File: src/rtl/mem_arb_pkg.sv
// Shared definitions for the memory-port arbiter: FSM encoding, default widths
// and the width helper used to size owner and beat-counter fields.
package mem_arb_pkg;

  localparam logic [0:0] ARB_IDLE  = 1'b0;
  localparam logic [0:0] ARB_BURST = 1'b1;

  localparam int ADDR_W_DEFAULT = 18;
  localparam int DATA_W_DEFAULT = 32;

  // Smallest r with 2**r >= value; used at elaboration time only
  function automatic int clog2(input int value);
    int r;
    r = 0;
    while ((1 << r) < value) r++;
    return r;
  endfunction

endpackage

File: src/rtl/rr_pick.sv
// Combinational round-robin search: first set request strictly after the
// last owner, wrapping back to index 0.
module rr_pick
  import mem_arb_pkg::*;
#(
  parameter int NUM_REQ = 4,
  parameter int OW      = clog2(NUM_REQ)
) (
  input  logic [NUM_REQ-1:0] req_i,
  input  logic [OW-1:0]      last_i,
  output logic               found_o,
  output logic [OW-1:0]      next_o
);

  logic          hi_found;
  logic          lo_found;
  logic [OW-1:0] hi_idx;
  logic [OW-1:0] lo_idx;

  // Scan downward so the last hit in each half is its lowest index
  always_comb begin
    hi_found = 1'b0;
    lo_found = 1'b0;
    hi_idx   = '0;
    lo_idx   = '0;
    for (int i = NUM_REQ - 1; i >= 0; i--) begin
      if (req_i[i]) begin
        if (i > int'(last_i)) begin
          hi_found = 1'b1;
          hi_idx   = OW'(i);
        end else begin
          lo_found = 1'b1;
          lo_idx   = OW'(i);
        end
      end
    end
  end

  assign found_o = hi_found | lo_found;
  assign next_o  = hi_found ? hi_idx : lo_idx;

endmodule

File: src/rtl/mem_arbiter.sv
// Round-robin arbiter sharing the single mem_manager port among NUM_REQ
// requesters. One beat per cycle for the owner, bounded to MAX_BURST beats
// per grant, read data routed back through a fixed-latency tag pipeline.
// Optional build macro MEM_ARB_STATS_EN adds a saturating stall counter
// (stall_count) with a synchronous clear (stats_clear).
//
//   state     | meaning
//   ARB_IDLE  | no owner active; searching for the next requester
//   ARB_BURST | owner holds the port; beats issue when not paused
module mem_arbiter
  import mem_arb_pkg::*;
#(
  parameter int NUM_REQ      = 4,
  parameter int ADDR_W       = ADDR_W_DEFAULT,
  parameter int DATA_W       = DATA_W_DEFAULT,
  parameter int READ_LATENCY = 2,
  parameter int MAX_BURST    = 16
) (
  input  logic                       clk,
  input  logic                       reset,
  input  logic                       controller_ready,
  input  logic                       mem_pause,
  input  logic [NUM_REQ-1:0]         req,
  input  logic [NUM_REQ-1:0]         req_wren,
  input  logic [NUM_REQ*ADDR_W-1:0]  req_address,
  input  logic [NUM_REQ*DATA_W-1:0]  req_data_write,
  output logic [NUM_REQ-1:0]         req_ack,
  output logic [NUM_REQ-1:0]         rd_valid,
  output logic [DATA_W-1:0]          rd_data,
  output logic                       mem_req,
  output logic                       mem_wren,
  output logic [ADDR_W-1:0]          mem_address,
  output logic [DATA_W-1:0]          mem_data_write,
  input  logic [DATA_W-1:0]          mem_data_read,
  output logic [clog2(NUM_REQ)-1:0]  owner,
  output logic                       busy
`ifdef MEM_ARB_STATS_EN
  ,
  input  logic                       stats_clear,
  output logic [15:0]                stall_count
`endif
);

  localparam int OW = clog2(NUM_REQ);
  localparam int BW = clog2(MAX_BURST + 1);
  localparam int TW = READ_LATENCY * OW;

  logic [0:0]        state_q, state_d;
  logic [OW-1:0]     owner_q, owner_d;
  logic [BW-1:0]     beat_q, beat_d;
  logic              found;
  logic [OW-1:0]     next_owner;
  logic              issue;
  logic [ADDR_W-1:0] addr_arr  [NUM_REQ];
  logic [DATA_W-1:0] wdata_arr [NUM_REQ];

  logic                    push_v;
  logic [READ_LATENCY-1:0] pipe_v_q, pipe_v_d;
  logic [TW-1:0]           pipe_id_q, pipe_id_d;
  logic [DATA_W-1:0]       rd_data_q;

  for (genvar g = 0; g < NUM_REQ; g++) begin : g_unpack
    assign addr_arr[g]  = req_address[g*ADDR_W +: ADDR_W];
    assign wdata_arr[g] = req_data_write[g*DATA_W +: DATA_W];
  end

  rr_pick #(.NUM_REQ(NUM_REQ), .OW(OW)) u_pick (
    .req_i   (req),
    .last_i  (owner_q),
    .found_o (found),
    .next_o  (next_owner)
  );

  assign busy  = (state_q == ARB_BURST);
  assign owner = owner_q;
  assign issue = busy & req[owner_q] & controller_ready & ~mem_pause;

  // Beat outputs follow the owner with zero latency and are zero when idle
  assign mem_req        = issue;
  assign mem_wren       = issue & req_wren[owner_q];
  assign mem_address    = issue ? addr_arr[owner_q]  : '0;
  assign mem_data_write = issue ? wdata_arr[owner_q] : '0;
  assign req_ack        = issue ? (NUM_REQ'(1) << owner_q) : '0;

  // Grant on the cycle after the search, release on owner drop or burst limit
  always_comb begin
    state_d = state_q;
    owner_d = owner_q;
    beat_d  = beat_q;
    case (state_q)
      ARB_IDLE: begin
        if (controller_ready && found) begin
          owner_d = next_owner;
          beat_d  = '0;
          state_d = ARB_BURST;
        end
      end
      default: begin
        if (!req[owner_q]) begin
          state_d = ARB_IDLE;
        end else if (issue) begin
          beat_d = beat_q + 1'b1;
          if (beat_q == BW'(MAX_BURST - 1)) state_d = ARB_IDLE;
        end
      end
    endcase
  end

  // FSM registers; owner resets to the last index so the first search starts at 0
  always_ff @(posedge clk or posedge reset) begin
    if (reset) begin
      state_q <= ARB_IDLE;
      owner_q <= OW'(NUM_REQ - 1);
      beat_q  <= '0;
    end else begin
      state_q <= state_d;
      owner_q <= owner_d;
      beat_q  <= beat_d;
    end
  end

  // The last pipeline stage doubles as the output register for rd_valid/rd_data
  assign push_v    = issue & ~req_wren[owner_q];
  assign pipe_v_d  = READ_LATENCY'({pipe_v_q, push_v});
  assign pipe_id_d = TW'({pipe_id_q, owner_q});

  // Read tag pipeline shifts every cycle regardless of mem_pause
  always_ff @(posedge clk or posedge reset) begin
    if (reset) begin
      pipe_v_q  <= '0;
      pipe_id_q <= '0;
      rd_data_q <= '0;
    end else begin
      pipe_v_q  <= pipe_v_d;
      pipe_id_q <= pipe_id_d;
      rd_data_q <= pipe_v_d[READ_LATENCY-1] ? mem_data_read : '0;
    end
  end

  assign rd_valid = pipe_v_q[READ_LATENCY-1] ? (NUM_REQ'(1) << pipe_id_q[TW-1 -: OW]) : '0;
  assign rd_data  = rd_data_q;

`ifdef MEM_ARB_STATS_EN
  logic [15:0] stall_q;

  // Saturating count of cycles where the owner wants a beat but none issues
  always_ff @(posedge clk or posedge reset) begin
    if (reset) begin
      stall_q <= '0;
    end else if (stats_clear) begin
      stall_q <= '0;
    end else if (busy && req[owner_q] && !issue && (stall_q != 16'hFFFF)) begin
      stall_q <= stall_q + 16'd1;
    end
  end

  assign stall_count = stall_q;
`endif

endmodule

File: config.mk
export PLATFORM = sky130hd
export DESIGN_NAME = mem_arbiter
export DESIGN_NICKNAME = d
export VERILOG_FILES = /design/src/rtl/mem_arb_pkg.sv /design/src/rtl/rr_pick.sv /design/src/rtl/mem_arbiter.sv
export SDC_FILE = /design/constraint.sdc
export NUM_CORES = 1
export LEC_CHECK = 0
export CORE_AREA = 2 2 133 135
export CTS_CLUSTER_SIZE = 28
export DETAILED_ROUTE_END_ITERATION = 10
export DIE_AREA = 0 0 135 137
export GPL_TIMING_DRIVEN = 0
export PLACE_DENSITY = 0.62
export SKIP_LAST_GASP = 1
export SYNTH_ARGS = -nofsm -noshare
export SYNTH_HDL_FRONTEND = slang
export SYNTH_SLANG_ARGS = --single-unit
File: constraint.sdc
create_clock -name clk -period 2.3 [get_ports clk]
set_input_delay 0.46 -clock clk [delete_from_list [all_inputs] [get_ports clk]]
set_output_delay 0.46 -clock clk [all_outputs]
set_load 0.01 [all_outputs]
==> results by group <==
Timing
  – Post-layout min period: 2.64 ns
  – Setup violations, final: 53
  – RSZ-0062 raised after global routing: yes
  – Hold slack: 0.353 ns
  – Total negative slack: -14.46 ns
  – Final Hold Vio Count: 0
  – Max Freq: 379 MHz
  – Slew Limit Headroom: 73.2%
  – Max-slew violation count: 0
  – Setup ws final: -0.342 ns
  – Period utilisation layout: 115%
  – Worst-Margin Slew: 0.391 ns
  – Skew final: 0.00778 ns

Die
  – Starting Density: 19.6%
  – Num ports: 339
  – Die area: 0.0185 sq mm
  – # rows: 48
  – Core area: 0.0171 sq mm
  – Die Height: 137 um
  – Die Wd: 135 um

Global route
  – Largest net degree at the start of global routing: 32
  – Number of global-route vias before repair: 4,391
  – Antenna violations before repair: 3
  – Total global routing track utilization: 17.8%
  – GRT Residual Overflow: 0
  – Global-route wire length before repair: 24,800 um

Yosys
  – Yosys warns: 0
  – Ys async rst share: 100%
  – Cell variety after synth: 33
  – Post-Synthesis Cells: 270
  – Syn_area_per_cell: 12.4 sq um
  – Leading area contributor after synthesis: mux4_2
  – Mapped Area: 0.00334 sq mm
  – Synth top area share: 35.1%
  – Yosys reg bits: 46
  – Area contributors post-synth: mux4_2, dfrtp_1, and3_1, and2_1, clkbuf_1
  – Main synth FF type: dfrtp_1
  – Sequential share of the synthesized area: 34.6%
  – Syn nets: 516
  – Post-synth EDFFs: 0

Layout
  – Non-Filler Instances: 873
  – Fillers: 1,582
  – Final #Nets: 892
  – Layout area overhead: 141%
  – Util after Layout: 47.0%
  – Register area: 0.00115 sq mm
  – Area of the multi-input gates: 0.00227 sq mm
  – Share of cells above drive strength 1: 34.9%

Place
  – Pre-CTS setup slack: -1.00 ns
  – Port bufs: 338
  – Placed Cells: 834
  – Placer Congestion: 0.907
  – Dpl hpwl: 13,600 um

Power and ir drop
  – Maximum vdd ir drop: 457 uV
  – Static leakage: 0.00335 uW
  – Power Dens Cells: 766 mW/mm^2

Route
  – Drt drc: 0
  – Post-route ant nets: 0
  – Pre-antenna DRT Iters: 4
  – WL final: 17,100 um
  – Detailed-route vias per instance: 4.51
  – Drt initial violations: 93
  – Routed len/inst: 19.5 um
  – Via count: 3,935

Clocking
  – Post-CTS Hold Fix Bufs: 0
  – Clock Path Buffers: 2
  – Clk sink count: 46
  – TritonCTS clock tree: yes
  – Clock slew at reported path FFs: 0.06 ns
  – Htree depth: 2
  – Root Driver: clkbuf_16
  – Worst skew pair latency: 0.28 ns
  – CTS Buf Count: 5

Setup path
  – CP startpoint kind: flop
  – Worst Path Max Fanout: 5
  – Crit. End Element: output port
  – Setup Crit Path Kind: flop to output port
  – Worst path arrival time: 2.18 ns
  – CP Data Required Time: 1.84 ns

Worst hold path
  – Min-delay worst type: flop to flop

Flow run
  – Max-cap viol count: 0

Run status
  – Violated checks: setup timing
  – Outcome: finished with violations
==> repair_timing <==
action                     CTS  global route
setup endpoints to repair   56            56
resized for setup          376            30
cloned                       6             0
setup buffers               26             3
pin swaps                   24             4
==> per-stage QoR <==
| step | power [uW] | cell area [sq um] |
|---|---|---|
| after floorplan | 2760 | 3340 |
| after global placement | 3930 | 7000 |
| final | 6150 | 8020 |
| after global routing | 6500 | 8020 |
| after CTS | 6130 | 7920 |
| after detailed placement | 3960 | 7020 |
==> where the power goes <==
| part | switching (uW) | internal, uW |
|---|---|---|
| combinational | 1580 | 2610 |
| sequential | 84.6 | 928 |
| clock | 284 | 652 |
| total | 1950 | 4190 |
==> final cells by class <==
type	count	share of cell area, %
antenna	1	0.0312
buffer	26	3.37
clock buffer	6	1.73
clock inverter	2	0.749
inverter	8	0.374
multi-input combinational	187	28.3
sequential	46	14.4
tap	225	3.51
timing repair buffer	372	47.5
==> final timing paths <==
path / endpoint / startpoint / cells past startpoint / slack [ns]
max: mem_data_write[26] / owner[0] / 6 / -0.34
min reg2reg: pipe_id_q[2] / pipe_id_q[0] / 0 / 0.35
max in group asynchronous: owner[0] / reset / 3 / 1.29
max reg2reg: beat_q[2] / owner[0] / 10 / -0.07
min in group asynchronous: rd_data[11] / reset / 2 / 0.47
min: pipe_id_q[2] / pipe_id_q[0] / 0 / 0.35
==> worst max-delay path: stages (launching register included) <==
cell and delay, ns:
dfstp_2 0.55, buf_12 0.12, mux4_2 0.63, clkbuf_8 0.20
buf_12 0.12, and3_1 0.15, buf_2 0.13
==> layer usage <==
| layer | track usage [%] | vias up | share of wire (%) |
|---|---|---|---|
| met5 | 0 | - | 0.16 |
| met4 | 5.50 | 4 | 3.0 |
| met3 | 5.15 | 32 | 8.4 |
| met2 | 34.9 | 211 | 56 |
| met1 | 18.1 | 1895 | 33 |
| li1 | - | 1793 | - |
==> sequential cells by signal, indices dropped and copies added, names as in the netlist <==
| signal | cells |
|---|---|
| beat_q | 5 |
| busy | 1 |
| owner | 2 |
| pipe_id_q | 4 |
| pipe_v_q | 2 |
| rd_data | 32 |
==> layout by cell type, fill, tap and decap left out, drive strengths merged <==
cell type	count
clkdlybuf4s50	279
buf	98
mux4	53
and3	53
dfrtp	44
and2	32
clkbuf	22
nand2	9
inv	8
nand3	5
o21ai	5
nor2	3
nor3b	3
dlygate4sd2	3
nor4	3
nand2b	2
a21oi	2
ha	2
bufinv	2
clkdlybuf4s15	2
dfstp	2
and3b	2
nor2b	2
nor3	2
diode	1
or3	1
a21o	1
a2111oi	1
mux2i	1
a311o	1
o211ai	1
o31ai	1
a221o	1
mux2	1
==> cells in the mapped netlist, types with 2 or more instances <==
cell type,instances
nor3b_1,3
and2_1,32
and3b_1,2
nor2_1,3
o21ai_0,5
nor4_1,3
inv_1,8
dfstp_2,2
mux4_2,52
clkbuf_1,18
ha_1,2
and3_1,53
nand3_1,5
a21oi_1,2
nand2_1,8
dfrtp_1,44
nand2b_1,2
nor2b_1,2
buf_4,4
buf_2,6
nor3_1,2
==> cells by family (layout without fill, tap and decap cells) <==
| family | Yosys count | after routing | share of synthesized area, % |
|---|---|---|---|
| muxes | 54 | 55 | 35.7 |
| adders and majority gates | 2 | 2 | 0.750 |
| buffers and inverters | 38 | 414 | 5.21 |
| and+or+nand+nor | 117 | 117 | 21.1 |
| DFF | 46 | 46 | 34.6 |
| other | 0 | 1 | 0 |
| AOI/OAI and AO/OA | 13 | 13 | 2.59 |
Note: power is estimated with default switching activity, not from simulation.
